<file path="src/rtl/combo_lock_pkg.sv">
// Shared types and key constants for the combination lock controller.
package combo_lock_pkg;

  typedef enum logic [2:0] {
    IDLE     = 3'd0,
    ENTRY    = 3'd1,
    CHECK    = 3'd2,
    UNLOCKED = 3'd3,
    SET_NEW  = 3'd4,
    LOCKOUT  = 3'd5
  } state_e;

  localparam logic [3:0] KEY_HASH = 4'hE;
  localparam logic [3:0] KEY_STAR = 4'hF;
  localparam logic [3:0] KEY_A    = 4'hA;

  function automatic logic is_digit(input logic [3:0] k);
    return k <= 4'd9;
  endfunction

endpackage

</file>
<file path="src/rtl/lock_timer.sv">
// Millisecond timer: free-running tick prescaler plus a loadable 16-bit ms down-counter.
module lock_timer #(
  parameter int unsigned TICK_DIV = 50000
) (
  input  logic        clk,
  input  logic        rst,
  input  logic        load,
  input  logic [15:0] load_val,
  output logic        expired
);

  localparam int unsigned PW = (TICK_DIV > 1) ? $clog2(TICK_DIV) : 1;

  logic [PW-1:0] pre_q, pre_d;
  logic [15:0]   ms_q, ms_d;
  logic          tick;

  always_comb begin
    tick  = (pre_q == PW'(TICK_DIV - 1));
    pre_d = tick ? '0 : pre_q + PW'(1);
    ms_d  = ms_q;
    // A load always wins, so a tick coinciding with the load is not counted.
    if (load) begin
      ms_d = load_val;
    end else if (tick && (ms_q != '0)) begin
      ms_d = ms_q - 16'd1;
    end
    expired = tick && (ms_q == 16'd1);
  end

  always_ff @(posedge clk or posedge rst) begin
    if (rst) begin
      pre_q <= '0;
      ms_q  <= '0;
    end else begin
      pre_q <= pre_d;
      ms_q  <= ms_d;
    end
  end

endmodule

</file>
<file path="src/rtl/combo_lock_ctrl.sv">
// Combination lock sequencer: digit entry, code check, unlock/lockout timing and code change.
module combo_lock_ctrl
  import combo_lock_pkg::*;
#(
  parameter int unsigned CODE_LEN     = 4,
  parameter logic [23:0] DEFAULT_CODE = 24'h001234,
  parameter int unsigned TICK_DIV     = 50000,
  parameter int unsigned MAX_TRIES    = 3,
  parameter int unsigned UNLOCK_MS    = 5000,
  parameter int unsigned LOCKOUT_MS   = 30000,
  parameter int unsigned ENTRY_TO_MS  = 10000
) (
  input  logic                  MAX10_CLK1_50,
  input  logic                  rst,
  input  logic [3:0]            key_code,
  input  logic                  key_valid,
  output logic                  unlocked,
  output logic                  lockout,
  output logic [2:0]            state_o,
  output logic [2:0]            digit_cnt,
  output logic [4*CODE_LEN-1:0] entry_digits,
  output logic [2:0]            attempts_left,
  output logic                  err_pulse,
  output logic                  code_set_pulse
);

  localparam int unsigned BW = 4 * CODE_LEN;

  state_e        state_q, state_d;
  logic [BW-1:0] buf_q, buf_d, code_q, code_d;
  logic [2:0]    cnt_q, cnt_d, fail_q, fail_d, fail_inc;
  logic          err_q, err_d, set_q, set_d, unl_q, unl_d, lko_q, lko_d;
  logic          t_load, t_expired, full;
  logic [15:0]   t_val;

  lock_timer #(.TICK_DIV(TICK_DIV)) u_timer (
    .clk      (MAX10_CLK1_50),
    .rst      (rst),
    .load     (t_load),
    .load_val (t_val),
    .expired  (t_expired)
  );

  always_comb begin
    state_d  = state_q;
    buf_d    = buf_q;
    cnt_d    = cnt_q;
    fail_d   = fail_q;
    code_d   = code_q;
    err_d    = 1'b0;
    set_d    = 1'b0;
    t_load   = 1'b0;
    t_val    = 16'(ENTRY_TO_MS);
    full     = (cnt_q == 3'(CODE_LEN));
    fail_inc = fail_q + 3'd1;

    case (state_q)
      IDLE: begin
        if (key_valid) begin
          if (is_digit(key_code)) begin
            buf_d   = BW'(key_code);
            cnt_d   = 3'd1;
            t_load  = 1'b1;
            state_d = ENTRY;
          end else if (key_code == KEY_HASH) begin
            err_d = 1'b1;
          end
        end
      end

      // Both entry states share digit collection; they differ only on '#'.
      ENTRY, SET_NEW: begin
        if (t_expired) begin
          buf_d   = '0;
          cnt_d   = '0;
          state_d = IDLE;
        end else if (key_valid) begin
          if (is_digit(key_code)) begin
            if (!full) begin
              buf_d  = (buf_q << 4) | BW'(key_code);
              cnt_d  = cnt_q + 3'd1;
              t_load = 1'b1;
            end
          end else if (key_code == KEY_STAR) begin
            buf_d   = '0;
            cnt_d   = '0;
            state_d = IDLE;
          end else if (key_code == KEY_HASH) begin
            if (state_q == ENTRY) begin
              if (full) begin
                state_d = CHECK;
              end else begin
                err_d   = 1'b1;
                buf_d   = '0;
                cnt_d   = '0;
                state_d = IDLE;
              end
            end else if (full) begin
              code_d  = buf_q;
              set_d   = 1'b1;
              buf_d   = '0;
              cnt_d   = '0;
              state_d = IDLE;
            end else begin
              err_d = 1'b1;
            end
          end
        end
      end

      CHECK: begin
        buf_d = '0;
        cnt_d = '0;
        if (buf_q == code_q) begin
          fail_d  = '0;
          t_load  = 1'b1;
          t_val   = 16'(UNLOCK_MS);
          state_d = UNLOCKED;
        end else begin
          err_d  = 1'b1;
          fail_d = fail_inc;
          if (fail_inc == 3'(MAX_TRIES)) begin
            t_load  = 1'b1;
            t_val   = 16'(LOCKOUT_MS);
            state_d = LOCKOUT;
          end else begin
            state_d = IDLE;
          end
        end
      end

      UNLOCKED: begin
        if (t_expired) begin
          state_d = IDLE;
        end else if (key_valid) begin
          if (key_code == KEY_STAR) begin
            state_d = IDLE;
          end else if (key_code == KEY_A) begin
            t_load  = 1'b1;
            state_d = SET_NEW;
          end
        end
      end

      LOCKOUT: begin
        if (t_expired) begin
          fail_d  = '0;
          state_d = IDLE;
        end
      end

      default: state_d = IDLE;
    endcase

    unl_d = (state_d == UNLOCKED) || (state_d == SET_NEW);
    lko_d = (state_d == LOCKOUT);
  end

  always_ff @(posedge MAX10_CLK1_50 or posedge rst) begin
    if (rst) begin
      state_q <= IDLE;
      buf_q   <= '0;
      code_q  <= DEFAULT_CODE[BW-1:0];
      cnt_q   <= '0;
      fail_q  <= '0;
      err_q   <= 1'b0;
      set_q   <= 1'b0;
      unl_q   <= 1'b0;
      lko_q   <= 1'b0;
    end else begin
      state_q <= state_d;
      buf_q   <= buf_d;
      code_q  <= code_d;
      cnt_q   <= cnt_d;
      fail_q  <= fail_d;
      err_q   <= err_d;
      set_q   <= set_d;
      unl_q   <= unl_d;
      lko_q   <= lko_d;
    end
  end

  always_comb begin
    attempts_left = (fail_q >= 3'(MAX_TRIES)) ? 3'd0 : 3'(MAX_TRIES) - fail_q;
  end

  assign unlocked       = unl_q;
  assign lockout        = lko_q;
  assign state_o        = state_q;
  assign digit_cnt      = cnt_q;
  assign entry_digits   = buf_q;
  assign err_pulse      = err_q;
  assign code_set_pulse = set_q;

endmodule

</file>
<file path="config.mk">
export PLATFORM = sky130hd
export DESIGN_NAME = combo_lock_ctrl
export DESIGN_NICKNAME = d
export VERILOG_FILES = /design/src/rtl/combo_lock_pkg.sv /design/src/rtl/lock_timer.sv /design/src/rtl/combo_lock_ctrl.sv
export SDC_FILE = /design/constraint.sdc
export NUM_CORES = 1
export LEC_CHECK = 0
export BUFFER_PORTS_ARGS = -buffer_cell sky130_fd_sc_hd__buf_2
export CORE_ASPECT_RATIO = 1.25
export CORE_MARGIN = 1
export CORE_UTILIZATION = 54
export DETAILED_ROUTE_END_ITERATION = 7
export MAX_ROUTING_LAYER = met4
export PLACE_DENSITY = 0.76
export SYNTH_ARGS = -nofsm -noshare
export SYNTH_HDL_FRONTEND = slang
export SYNTH_SLANG_ARGS = --single-unit
export TNS_END_PERCENT = 1
</file>
<file path="constraint.sdc">
create_clock -name MAX10_CLK1_50 -period 2.4 [get_ports MAX10_CLK1_50]
set_input_delay 0.12 -clock MAX10_CLK1_50 [delete_from_list [all_inputs] [get_ports MAX10_CLK1_50]]
set_output_delay 0.12 -clock MAX10_CLK1_50 [all_outputs]
set_load 0.1 [all_outputs]
</file>
==> qor.yml, run 1 <==
clock_path_buffers: 2
initial_core_util_pct: 56.64
critPathMaxStageDelay_ns: 0.43
insertion_delay_ns: 0.36
overflow: 0
outcome: "finished clean"
synthArstFlopShare_pct: 100.0
htreeDepth: 3
wire_per_inst_um: 16.00
cp.depth: 9
grt_max_degree: 41
leakagePower_uw: 0.002304
dieArea_um2: 8168
cp_num_buf_inv: 2
vias: 3247
cp_cell_sequence: "ha_1, buf_4, and4b_1, nand4_1, nor2_1, buf_4, a2111oi_0, nor3_1, mux2_2"
worstPathMaxFanout: 3
ys.flop_type: "dfrtp_1"
rows: 35
ant_nets: 0
crit_slowest_cell: "a2111oi_0"
hp-class: "primary input to flip-flop"
final_cell_mix: "dfrtp_1 (52), nor2_1 (36), buf_2 (34), nand2_1 (33), buf_4 (31)"
core_um2: 7445
syn_area_per_cell_um2: 10.14
drive_gt1_share_pct: 29.40
synth_edf_count: 0
fin_crit_sh_pct: 95.67
tns_ns: 0
required_ns: 2.64
die_w_um: 81.04
cts_sinks: 77
cp.arrival_ns: 2.54
synth_seq_cells: 77
io_pins: 36
cp-end-kind: "flip-flop"
grt_pass1_wl_um: 15570
antenna_found_initial: 0
seq_area_frac_synth_pct: 45.85
routed_via_density: 5.647
path_class: "flip-flop to flip-flop"
drtPass1Iterations: 4
cts_tree: "built"
drv_slew: 0
slew_headroom_pct: 61.04
synthCells: 416
max-cap-violations: 0
syn_to_final_growth_pct: 17.06
critPathLaunchType: "flip-flop"
cts-root-buf: "clkbuf_8"
fin_crit_ns: 2.296
hold_depth: 2
finalSetupViolCount: 0
path_clk_slew_ns: 0.09
skew_ns: 0.009428
ys_types: 62
netlist_area_um2: 4217
cts_buffers: 9
grt_pass1_vias: 3403
wl_um: 9198
rsz0062_at_grt: "false"
reg2reg_depth: 9
dp_hpwl_um: 6767
finalHoldViolations: 0
drcViolationCount: 0
nets: 493
power_density_nw_per_um2: 921.6
final_common_cell: "dfrtp_1"
die_h_um: 100.8
cp_common_cell: "buf_4"
finalInstanceArea_um2: 4936
io_buffers: 34
grt_util_all_layers_pct: 25.64
antennaDiodeCount: 0
ir_drop_uv: 901.5
clock.fmax_mhz: 435.5
synth.yosys.warnings: 0
tightest_slew_ns: 0.5831
syn-num-nets: 431
placedInstanceArea_um2: 4682
place_congestion: 0.9368
cpLargestDelayFamily: "simple AND/OR/NAND/NOR gates"
drt_iter0_markers: 198
==> stage by stage <==
step           cells  total power (uW)  hold slack, ns  util, %  setup WS, ns
2_1_floorplan    416              3112          0.2440        -      -0.03372
3_3_place_gp     557              3517          0.2628    62.89       0.06832
3_5_place_dp     557              3549          0.2681    62.89      0.003872
4_1_cts          574              4576         0.02307    65.90       0.08529
5_1_grt          575              4757         0.03636    66.30       0.02792
6_report         575              4549         0.03733    66.30        0.1039
==> synth_stat cells, drive strengths merged (3+ instances only) <==
cell      n  area [um^2]
dfrtp    72         1802
nor2     36        135.1
nand2    33        123.9
xor2     29        254.0
inv      28        105.1
o21ai    20        100.1
mux2     17        229.0
mux2i    13        130.1
nand3    13        65.06
nor3     13        76.33
nor4     12        90.09
nand4    11        83.83
xnor2    11        96.34
a21oi    10        50.05
clkbuf   10        37.54
ha        8        100.1
buf       6        62.55
and3      5        32.53
dfstp     5        131.4
o2bb2ai   5        43.79
nor4b     4        35.03
and2      3        18.77
and4      3        27.53
nand2b    3        18.77
nand4b    3        26.28
nor2b     3        18.77
nor3b     3        22.52
o21bai    3        22.52
or2       3        18.77
==> per-layer routing <==
metal  global-route usage (%)  share of wire (%)  vias to the layer above
li1                         -                  -                     1582
met1                    29.39                 44                     1598
met2                    43.96                 52                       50
met3                    3.891                2.3                       17
met4                    10.99                1.9                        0
met5                        -                  0                        -
==> power breakdown <==
| part | internal [uW] | leakage (uW) | total, uW | switching [uW] |
|---|---|---|---|---|
| Combinational | 456 | 0.00123 | 1920 | 1460 |
| Sequential | 1440 | 0.000972 | 1600 | 162 |
| Clock | 516 | 0.0000991 | 1030 | 512 |
==> flip-flops by register name (all words and copies together), names as in the netlist <==
name,cells
code_q,16
entry_digits,16
u_timer.ms_q,16
u_timer.pre_q,16
digit_cnt,3
fail_q,3
state_o,3
code_set_pulse,1
err_pulse,1
lockout,1
unlocked,1
==> final timing paths <==
kind                                   from                 to  slack [ns]
hold / removal                  key_code[1]    entry_digits[1]        0.04
setup reg to reg           u_timer.pre_q[0]           unlocked        0.10
setup / recovery           u_timer.pre_q[0]           unlocked        0.10
max in group asynchronous               rst    entry_digits[0]        1.60
hold reg to reg            u_timer.pre_q[0]   u_timer.pre_q[0]        0.47
min in group asynchronous               rst  u_timer.pre_q[10]        0.40
==> cell families after synthesis <==
group                    count (synthesis)  synth area share, %
buffers and inverters                   44                4.866
XOR/XNOR                                40                8.308
other                                    1              0.08894
AO/OA/AOI/OAI                           57                8.873
flip-flops                              77                45.85
adder cells (fa/ha/maj)                 10                2.849
AND/OR/NAND/NOR                        157                20.65
multiplexers                            30                8.516
==> worst reg2reg max path, delay by kind of cell (launching register included) <==
family / cells / cell delay (ns)
simple gates: 4 / 0.55
fa+ha+maj: 1 / 0.22
flops: 1 / 0.40
mux: 1 / 0.30
buf+inv: 2 / 0.28
compound gates: 1 / 0.43
==> cell type report <==
class / instances / area, um^2
clock buffer: 10 / 137.6
clock inverter: 6 / 71.32
fill: 593 / 2509
inverter: 28 / 105.1
multi-input combinational: 295 / 2116
sequential: 77 / 1958
tap: 92 / 115.1
timing repair buffer: 67 / 432.9
==> what timing repair did <==
action | 4_1_cts | 5_1_grt
hold buffers | 1 | 0
gates resized for setup | 1 | 4
buffers inserted | 0 | 1
hold endpoints to repair | 72 | 0
setup endpoints to repair | 3 | 19
pin swaps | 0 | 1
Note: power is estimated with default switching activity, not from simulation.
==> inputs of run 2 (changes only) <==
--- a/config.mk
+++ b/config.mk
@@ -8,10 +8,11 @@
 export BUFFER_PORTS_ARGS = -buffer_cell sky130_fd_sc_hd__buf_2
 export CORE_ASPECT_RATIO = 1.25
 export CORE_MARGIN = 1
-export CORE_UTILIZATION = 54
+export CORE_UTILIZATION = 60
 export DETAILED_ROUTE_END_ITERATION = 7
 export MAX_ROUTING_LAYER = met4
-export PLACE_DENSITY = 0.76
+export PLACE_DENSITY = 0.8
+export REMOVE_ABC_BUFFERS = 1
 export SYNTH_ARGS = -nofsm -noshare
 export SYNTH_HDL_FRONTEND = slang
 export SYNTH_SLANG_ARGS = --single-unit
==> constraint.sdc (replaced) <==
create_clock -name MAX10_CLK1_50 -period 2.55 [get_ports MAX10_CLK1_50]
set_input_delay 0.1275 -clock MAX10_CLK1_50 [delete_from_list [all_inputs] [get_ports MAX10_CLK1_50]]
set_output_delay 0.1275 -clock MAX10_CLK1_50 [all_outputs]
set_load 0.1 [all_outputs]
==> qor.yml, run 2 (same netlist as run 1, synthesis figures left out) <==
finalInstanceArea_um2: 4791  # was 4936 um^2
fin_crit_ns: 2.428  # was 2.296 ns
power_density_nw_per_um2: 908.6  # was 921.6 nW/um^2
leakagePower_uw: 0.002263  # was 0.002304 uW
finalHoldViolations: 0  # unchanged
critPathLaunchType: "flip-flop"  # unchanged
crit_slowest_cell: "dfrtp_1"  # was a2111oi_0
routed_via_density: 5.951  # was 5.647
p_clk_share_pct: 25.9  # was 22.6%
required_ns: 2.79  # was 2.64 ns
grt_util_all_layers_pct: 26.87  # was 25.64%
p_sw_share_pct: 45.48  # was 46.94%
clock_path_buffers: 2  # unchanged
antenna_found_initial: 0  # unchanged
power_uw: 4353  # was 4549 uW
die_h_um: 95.73  # was 100.8 um
overflow: 0  # unchanged
grt_pass1_wl_um: 14950  # was 15570 um
placedInstanceArea_um2: 4528  # was 4682 um^2
max-cap-violations: 0  # unchanged
skew_ns: 0.008890  # was 0.009428 ns
antennaDiodeCount: 0  # unchanged
fillers: 481  # was 593
grt_pass1_vias: 3205  # was 3403
grt.met2_usage_pct: 45.76  # was 43.96%
dp_hpwl_um: 6360  # was 6767 um
layout_setup_ws_ns: 0.1217  # was 0.1039 ns
p_int_uw: 2373  # was 2414 uW
io_buffers: 34  # unchanged
worstPathMaxFanout: 4  # was 3
tightest_slew_ns: 0.8612  # was 0.5831 ns
cts_buffers: 9  # unchanged
nets: 474  # was 493
place_congestion: 0.9924  # was 0.9368
syn_to_final_growth_pct: 13.62  # was 17.06%
path_clk_slew_ns: 0.08  # was 0.09 ns
dp_slack_ns: 0.06553  # was 0.003872 ns
core_um2: 6689  # was 7445 um^2
clock.fmax_mhz: 411.8  # was 435.5 MHz
ir_drop_uv: 731.0  # was 901.5 uV
p_sw_uw: 1980  # was 2135 uW
holdWs_ns: 0.05465  # was 0.03733 ns
cts_tree: "built"  # unchanged
cts-root-buf: "clkbuf_8"  # unchanged
cp_num_buf_inv: 2  # unchanged
cp.arrival_ns: 2.67  # was 2.54 ns
cp-end-kind: "flip-flop"  # unchanged
final_common_cell: "dfrtp_1"  # unchanged
drtPass1Iterations: 6  # was 4
ant_nets: 0  # unchanged
final_cell_mix: "dfrtp_1 (72), nor2_1 (36), buf_2 (34), nand2_1 (33), xor2_1 (29)"  # was dfrtp_1 (52), nor2_1 (36), buf_2 (34), nand2_1 (33), buf_4 (31)
drive_gt1_share_pct: 21.34  # was 29.40%
drcViolationCount: 0  # unchanged
hp-class: "primary input to flip-flop"  # unchanged
cts_sinks: 77  # unchanged
power_frac_seq_pct: 34.3  # was 35.3%
path_class: "flip-flop to flip-flop"  # unchanged
grt_busiest_layer: "met2"  # unchanged
vias: 3279  # was 3247
slew_headroom_pct: 42.51  # was 61.04%
drt_iter0_markers: 165  # was 198
postCtsSetupBuffers: 0  # unchanged
htreeDepth: 3  # unchanged
grt_max_degree: 42  # was 41
rsz0062_at_grt: "true"  # was false
rows: 33  # was 35
grtUsageMet3_pct: 4.645  # was 3.891%
tns_ns: 0  # unchanged
dieArea_um2: 7369  # was 8168 um^2
grt_use_met1_pct: 31.45  # was 29.39%
comb_power_share_pct: 39.8  # was 42.1%
wire_per_inst_um: 16.38  # was 16.00 um
cpLargestDelayFamily: "simple AND/OR/NAND/NOR gates"  # unchanged
io_pins: 36  # unchanged
die_w_um: 76.98  # was 81.04 um
wl_um: 9027  # was 9198 um
outcome: "finished clean"  # unchanged
cp_cell_sequence: "inv_1, ha_1, nor4b_1, nand4_1, nor2_1, buf_4, a2111oi_0, nor3_1, mux2_2"  # was ha_1, buf_4, and4b_1, nand4_1, nor2_1, buf_4, a2111oi_0, nor3_1, mux2_2
critPathMaxStageDelay_ns: 0.41  # was 0.43 ns
initial_core_util_pct: 63.04  # was 56.64%
finalSetupViolCount: 0  # unchanged
insertion_delay_ns: 0.35  # was 0.36 ns
drv_slew: 0  # unchanged
fin_crit_sh_pct: 95.23  # was 95.67%
## run 2: worst register-to-register path: stages (launching register included)
cell and delay (ns):
dfrtp_1 0.41, inv_1 0.11, ha_1 0.25, nor4b_1 0.29, nand4_1 0.19, nor2_1 0.17, buf_4 0.15, a2111oi_0 0.06
nor3_1 0.29, mux2_2 0.40
## run 2: final timing paths
check / startpoint / endpoint / slack [ns] / cells past startpoint
min in group asynchronous: rst / entry_digits[12] / 0.49 / 3
hold reg to reg: u_timer.pre_q[0] / u_timer.pre_q[0] / 0.47 / 1
setup reg to reg: u_timer.ms_q[1] / unlocked / 0.12 / 9
hold / removal: key_code[1] / entry_digits[1] / 0.05 / 2
setup / recovery: u_timer.ms_q[1] / unlocked / 0.12 / 9
max in group asynchronous: rst / u_timer.pre_q[4] / 1.37 / 4
## run 2: what timing repair did
| item | 4_1_cts | 5_1_grt |
|---|---|---|
| resized for setup | 0 | 3 |
| endpoints found under the setup margin | 0 | 6 |
| hold buffers | 1 | 0 |
| endpoints found under the hold margin | 35 | 0 |
## run 2: cell type report
| class | instances | area [um^2] | share of cell area (%) |
|---|---|---|---|
| multi-input cells | 295 | 2096 | 43.75 |
| flip-flops and latches | 77 | 1933 | 40.35 |
| repair buffers | 48 | 302.8 | 6.320 |
| clock buffers | 9 | 123.9 | 2.586 |
| clock inverters | 7 | 121.4 | 2.533 |
| well taps | 87 | 108.9 | 2.272 |
| inverters | 28 | 105.1 | 2.194 |
## run 2: power groups by stage
stage | sequential (uW) | clock (uW) | combinational [uW]
3_5_place_dp | 1510 | 0 | 1720
3_3_place_gp | 1500 | 0 | 1700
4_1_cts | 1490 | 1140 | 1730
2_1_floorplan | 2310 | 0 | 561
6_report | 1490 | 1130 | 1730
5_1_grt | 1510 | 1190 | 1820
## run 2: stage by stage
step | cells | util, %
6_report | 551 | 71.62
4_1_cts | 551 | 71.51
3_5_place_dp | 534 | 67.70
2_1_floorplan | 400 | -
3_3_place_gp | 534 | 67.70
5_1_grt | 551 | 71.62
## run 2: routing by layer
| layer | share of wire, % | routed length, um | vias up |
|---|---|---|---|
| li1 | - | - | 1544 |
| met3 | 4.3 | 389 | 21 |
| met5 | 0 | 0 | - |
| met4 | 2.4 | 219 | 0 |
| met1 | 42 | 3803 | 1615 |
| met2 | 51 | 4614 | 99 |
